[src/rtl/calc_pkg.sv]
// Shared definitions for the calculator datapath: sequencer states,
// operator codes understood by the ALU, and the legality test for them.
package calc_pkg;

  typedef enum logic [1:0] {
    WAIT_A  = 2'd0,
    WAIT_B  = 2'd1,
    WAIT_OP = 2'd2,
    SHOW    = 2'd3
  } state_t;

  localparam logic [4:0] OP_ADD = 5'b1_0000;
  localparam logic [4:0] OP_MUL = 5'b1_0001;
  localparam logic [4:0] OP_OR  = 5'b1_0010;
  localparam logic [4:0] OP_SUB = 5'b1_0100;
  localparam logic [4:0] OP_AND = 5'b1_0101;

  function automatic logic is_legal_op(input logic [4:0] code);
    case (code)
      OP_ADD, OP_MUL, OP_OR, OP_SUB, OP_AND: is_legal_op = 1'b1;
      default:                               is_legal_op = 1'b0;
    endcase
  endfunction

endpackage

[src/rtl/rpn_operand_sequencer.sv]
// Operand/operator collection FSM and register bank feeding the combinational
// ALU; captures the ALU result and chains it back as the next operand A.
//
// state   | meaning
// WAIT_A  | waiting for operand A on enter
// WAIT_B  | waiting for operand B on enter
// WAIT_OP | waiting for a legal operator code on enter
// SHOW    | operands held; result captured on first cycle, enter chains
module rpn_operand_sequencer
  import calc_pkg::*;
#(
  parameter int WIDTH    = 16,
  parameter int OP_WIDTH = 5
) (
  input  logic                clk,
  input  logic                reset,
  input  logic [WIDTH-1:0]    data_in,
  input  logic                enter,
  input  logic                undo,
  input  logic [WIDTH-1:0]    alu_result,
  output logic [WIDTH-1:0]    A,
  output logic [WIDTH-1:0]    B,
  output logic [OP_WIDTH-1:0] operador,
  output logic [WIDTH-1:0]    result,
  output logic                result_valid,
  output logic                op_error,
  output logic [1:0]          state_o
);

  state_t state_q, state_d;
  logic load_a, load_b, load_op, capture, chain, drop_valid, illegal;
  logic [OP_WIDTH-1:0] code;

  assign code    = data_in[OP_WIDTH-1:0];
  assign state_o = state_q;

  always_ff @(posedge clk or posedge reset) begin
    if (reset) state_q <= WAIT_A;
    else       state_q <= state_d;
  end

  // Undo takes priority over enter in every state.
  always_comb begin
    state_d    = state_q;
    load_a     = 1'b0;
    load_b     = 1'b0;
    load_op    = 1'b0;
    capture    = 1'b0;
    chain      = 1'b0;
    drop_valid = 1'b0;
    illegal    = 1'b0;
    case (state_q)
      WAIT_A: begin
        if (enter && !undo) begin
          load_a  = 1'b1;
          state_d = WAIT_B;
        end
      end
      WAIT_B: begin
        if (undo) state_d = WAIT_A;
        else if (enter) begin
          load_b  = 1'b1;
          state_d = WAIT_OP;
        end
      end
      WAIT_OP: begin
        if (undo) state_d = WAIT_B;
        else if (enter) begin
          if (is_legal_op(code)) begin
            load_op = 1'b1;
            state_d = SHOW;
          end else begin
            illegal = 1'b1;
          end
        end
      end
      SHOW: begin
        if (undo) begin
          drop_valid = 1'b1;
          state_d    = WAIT_OP;
        end else begin
          capture = !result_valid;
          if (enter && result_valid) begin
            chain      = 1'b1;
            drop_valid = 1'b1;
            state_d    = WAIT_B;
          end
        end
      end
      default: state_d = WAIT_A;
    endcase
  end

  always_ff @(posedge clk or posedge reset) begin
    if (reset) begin
      A            <= '0;
      B            <= '0;
      operador     <= '0;
      result       <= '0;
      result_valid <= 1'b0;
      op_error     <= 1'b0;
    end else begin
      op_error <= illegal;
      if (load_a) A <= data_in;
      if (load_b) B <= data_in;
      if (load_op) operador <= code;
      if (chain) begin
        A        <= result;
        B        <= '0;
        operador <= '0;
      end
      if (capture) begin
        result       <= alu_result;
        result_valid <= 1'b1;
      end else if (drop_valid) begin
        result_valid <= 1'b0;
      end
    end
  end

endmodule

[config.mk]
export PLATFORM = sky130hd
export DESIGN_NAME = rpn_operand_sequencer
export DESIGN_NICKNAME = d
export VERILOG_FILES = /design/src/rtl/calc_pkg.sv /design/src/rtl/rpn_operand_sequencer.sv
export SDC_FILE = /design/constraint.sdc
export NUM_CORES = 1
export LEC_CHECK = 0
export ABC_AREA = 1
export ABC_CLOCK_PERIOD_IN_PS = 3000
export CORE_MARGIN = 1
export CORE_UTILIZATION = 42
export CTS_CLUSTER_SIZE = 14
export DETAILED_ROUTE_END_ITERATION = 6
export PLACE_DENSITY = 0.79
export SYNTH_ARGS = -nofsm -noshare
export SYNTH_HDL_FRONTEND = slang
export SYNTH_SLANG_ARGS = --single-unit
export TNS_END_PERCENT = 5
[constraint.sdc]
create_clock -name clk -period 3 [get_ports clk]
set_clock_uncertainty 0.05 [all_clocks]
set_input_delay 0.9 -clock clk [delete_from_list [all_inputs] [get_ports clk]]
set_output_delay 0.9 -clock clk [all_outputs]
set_load 0.02 [all_outputs]
Word level (Yosys, flattened, before mapping)

Cells that the tools add are included.

Memory bits (writable): 0
Memory bits (read-only): 0
Register bits after elaboration: 57
Memories kept: 0
Bits in latches: 0

Add/subtract/negate cells: 0
Multiply operators: 0
Equality and inequality tests: 13
Bitwise logic cells: 0
Div/mod/pow operators: 0
Reductions and logical operators: 11
Multiplexer cells: 41
Shifts and indexed selects: 0
$lt $le $gt $ge: 0

Operators by type and width:

| kind                                                | number |
|---|---|
| two-way mux 16 bit                                  | 4 |
| two-way mux 1 bit                                   | 26 |
| equality test 5 bit, second input constant          | 5 |
| two-way mux 2 bit                                   | 8 |
| inequality test 3 bit, second input constant        | 4 |
| two-way mux 5 bit                                   | 2 |
| case mux 2 bit (4 select lines)                     | 1 |
| nonzero test 2 bit                                  | 4 |
| AND reduction 5 bit                                 | 1 |
| OR reduction 5 bit                                  | 1 |
| equality test 2 bit, second input constant          | 2 |
| equality test 2 x 1 -> 1 bit, second input constant | 1 |
| logical AND 1 bit                                   | 2 |
| logical NOT 1 bit                                   | 2 |
| logical NOT 2 bit                                   | 1 |
| inequality test 2 bit, second input constant        | 1 |

Depth between registers and ports, before layout

Depth in word-level cells: 12
Mapped depth: 9

Worst setup path after synthesis

Ideal clock, no wire load.

Path kind: input to register
From: in undo
To: reg A[0]
Arrival time: 1.660 ns
Data required time: 2.826 ns
Library setup time: 0.124 ns
Stages on the path: 7
Path slack: 1.166 ns
Cell sequence: inv_2 nand2_2 nor2_4 nor2_4 buf_2 nand2_1 nand3_1

Cells in the longest elaborated chain, start to end: 5

RTL lines:

| element                             | line                         | RTL |
|---|---|---|
| start: declaration                  | rpn_operand_sequencer.sv:19  | `input logic undo,` |
| logical NOT 1 bit                   | rpn_operand_sequencer.sv:54  | `if (enter && !undo) begin` |
| logical AND 1 bit                   | rpn_operand_sequencer.sv:54  |  |
| two-way mux 1 bit                   | rpn_operand_sequencer.sv:54  |  |
| two-way mux 1 bit                   | rpn_operand_sequencer.sv:52  | `case (state_q)` |
| nonzero test 2 bit (no source line) | -                            |  |
| end signal: assignment              | rpn_operand_sequencer.sv:104 | `if (load_a) A <= data_in;` |
| end signal: assignment              | rpn_operand_sequencer.sv:108 | `A <= result;` |
| end: declaration                    | rpn_operand_sequencer.sv:21  | `output logic [WIDTH-1:0] A,` |

Several ways; a longest one is shown, not always the timed one.
A chain may end at the register's enable or synchronous reset.

Worst setup path after layout

From: reg state_q[1], in the netlist state_o[1]
To: out state_o[1]

RTL lines:

| element                  | line                        | RTL |
|---|---|---|
| start: declaration       | rpn_operand_sequencer.sv:30 | `state_t state_q, state_d;` |
| start signal: assignment | rpn_operand_sequencer.sv:39 | `else state_q <= state_d;` |
| end: declaration         | rpn_operand_sequencer.sv:27 | `output logic [1:0] state_o` |

No word-level cell between the ends.

==> flow_summary.yaml <==
cts:
  ctsResizeCount: 0
  clk_latency_ps: 320
  post_cts_buffers: 0
  hold_buffers: 0
  cts_buffers: 9
  cts_max_path_buffers: 2
  clkTransAtPathRegs_ps: 60
  clock_sinks: 57
  cts_tree: "yes"
  htreeDepth: 3
  cts_root_buf: "clkbuf_8"
die:
  die_h_um: 80.3
  die_area_um2: 6450
  initial_core_util: 0.435
  core_um2: 5920
  fp.dieW_um: 80.3
  io_pins: 93
  rows: 28
routing:
  initialDrtViolationCount: 167
  via_count: 2348
  ant_nets: 0
  wl_per_cell_um: 13.5
  dr.pass1.iters: 5
  wl_um: 6530
  via_per_inst: 4.85
  drc: 0
yosys:
  yosys.area_share.simple: 0.379
  synth_seq_cells: 57
  postSynthCellCount: 308
  synthMuxAreaShare: 0
  synth_compound_area_frac: 0.00874
  syn_avg_cell_area_um2: 8.37
  synthXorXnorAreaFrac: 0
  syn_nets: 344
  synth_top_family_by_area: "simple AND/OR/NAND/NOR gates"
  ys_types: 24
  synthAdderAreaFrac: 0
  synth_area_um2: 2580
  ys.warnings.count: 0
  seq_area_frac_synth: 0.553
grt:
  grt_usage: 0.221
  antenna_found_initial: 0
  gr-total-overflow: 0
  grt_pass1_wl_um: 10700
  grt_max_degree: 57
  grt_pass1_vias: 2244
worst_setup_path:
  rr_endpoint: "result[3]$_DFFE_PP0P_"
  crit_type: "flip-flop to output pin"
  start_kind: "flip-flop"
  cp_cell_sequence: "clkdlybuf4s50_1"
  slowest_stage: "clkdlybuf4s50_1"
  reg2reg_depth: 4
  critPathMaxFanout: 6
  slowest_delay_ps: 660
  arrival_ps: 1470
  cp_top_family: "buffers and inverters"
  endpoint: "state_o[1]"
  r2r_slack_ps: 1240
  r2r_start: "result_valid$_DFFE_PP0P_"
  critPathRequiredTime_ps: 2050
  critical_path_depth: 1
  timing.critical_path.buf_inv: 1
  end_kind: "output pin"
  critical_path.startpoint: "state_o[1]$_DFFE_PP0P_"
power_and_ir_drop:
  leakage_uw: 0.00186
  power.density_nw_per_um2: 1050
  total_power_uw: 3940
  peakVddDrop_v: 0.000491
placed_design:
  hpwl_um: 4870
  globalplace.congestion: 0.932
  dpl-instance-area_um2: 3550
  dp_cells: 468
  port-buffer-count: 92
layout:
  fillerInstances: 524
  nets: 440
  fin_cells: 484
  diodes: 0
  final_area_um2: 3760
  final_layout_size_suffix_gt1_frac: 0.0758
  syn_to_final_growth_pct: 45.8
job:
  cap_viol_max_count: 0
sta:
  tns_ps: 0
  rsz0062_at_grt: "false"
  hold_viol_final: 0
  fin_crit_sh: 0.807
  max_freq_ghz: 0.413
  relSlewSlack: 0.663
  slew_violations: 0
  setup_violations: 0
  fin_hold_ws_ps: 424
  tightestPinTransition_ps: 504
  fin_crit_ps: 2420
worst_hold_path:
  hold_path_class: "flip-flop to flip-flop"
status:
  status: "complete, no violations"
-- flip-flops by register name, summed over array words and instances (netlist names) --
signal	flops
B	16
result	16
state_o	2
operador	5
op_error	1
A	16
result_valid	1
-- layout make-up --
type	count	area [µm²]	share of cell area
Sequential cell	57	1430	0.379
Multi-Input combinational cell	221	998	0.266
Timing Repair Buffer	95	956	0.254
Clock buffer	14	173	0.0459
Tap cell	75	93.8	0.0250
Inverter	20	76.3	0.0203
Clock inverter	2	35.0	0.00932
-- through the flow --
| step | util | worst slack, ps |
|---|---|---|
| 6_report | 0.635 | 578 |
| 4_1_cts | 0.635 | 560 |
| 3_3_place_gp | 0.600 | 441 |
| 5_1_grt | 0.635 | 514 |
| 2_1_floorplan | - | 650 |
| 3_5_place_dp | 0.600 | 397 |
-- cells in the mapped netlist --
library cell	n	share of area
nor3_4	1	0.0063
a21oi_1	1	0.0019
nor2_1	18	0.026
nand3_4	1	0.0068
buf_8	1	0.0058
buf_2	4	0.0078
nor3_1	2	0.0039
nor2_8	1	0.0078
nand2_1	134	0.20
buf_4	2	0.0058
nand3_1	51	0.099
buf_6	2	0.0087
clkinv_2	1	0.0019
o21ai_0	2	0.0039
dfrtp_1	57	0.55
nand4_1	1	0.0024
nor2_4	4	0.017
nand2_4	2	0.0087
o21bai_1	1	0.0029
clkbuf_1	1	0.0015
clkinv_1	1	0.0015
inv_2	1	0.0015
nand2_2	2	0.0049
inv_1	17	0.025
-- worst min path at each step --
stage / from / to / slack (ps) / depth (start not counted)
finish: B[15]$_DFFE_PP0P_ / B[15]$_DFFE_PP0P_ / 420 / 2
global route: B[10]$_DFFE_PP0P_ / B[10]$_DFFE_PP0P_ / 450 / 2
CTS: B[10]$_DFFE_PP0P_ / B[10]$_DFFE_PP0P_ / 430 / 2
detailed placement: B[10]$_DFFE_PP0P_ / B[10]$_DFFE_PP0P_ / 420 / 2
global placement: B[11]$_DFFE_PP0P_ / B[11]$_DFFE_PP0P_ / 410 / 2
floorplan: B[0]$_DFFE_PP0P_ / B[0]$_DFFE_PP0P_ / 530 / 2
-- metal layers --
| layer | vias up | part of all wire | GRT usage |
|---|---|---|---|
| met5 | - | 0 | 0 |
| met4 | 0 | 0.020 | 0.111 |
| met3 | 12 | 0.056 | 0.0432 |
| met2 | 85 | 0.49 | 0.350 |
| met1 | 1093 | 0.44 | 0.288 |
| li1 | 1158 | - | - |
-- cells in the final DEF, fill, tap and decap left out, drive strengths merged --
master,instances
nor2,23
o21ai,2
o21bai,1
dfrtp,57
bufinv,1
a21oi,1
clkbuf,14
buf,3
nand3,52
nand4,1
clkdlybuf4s50,92
clkinv,3
nor3,3
nand2,138
inv,18
-- power by group --
group          leakage [µW]  internal, µW  switching [µW]
combinational       0.00103           828             976
sequential         0.000719          1120             282
clock              0.000107           451             281
total               0.00186          2400            1540
-- cells by family (layout without fill, tap and decap cells) --
group,Yosys count,in the layout
AND/OR/NAND/NOR,217,217
flip-flops,57,57
AO/OA/AOI/OAI,4,4
buffers and inverters,30,131
Power figures use the tool's default switching activity.
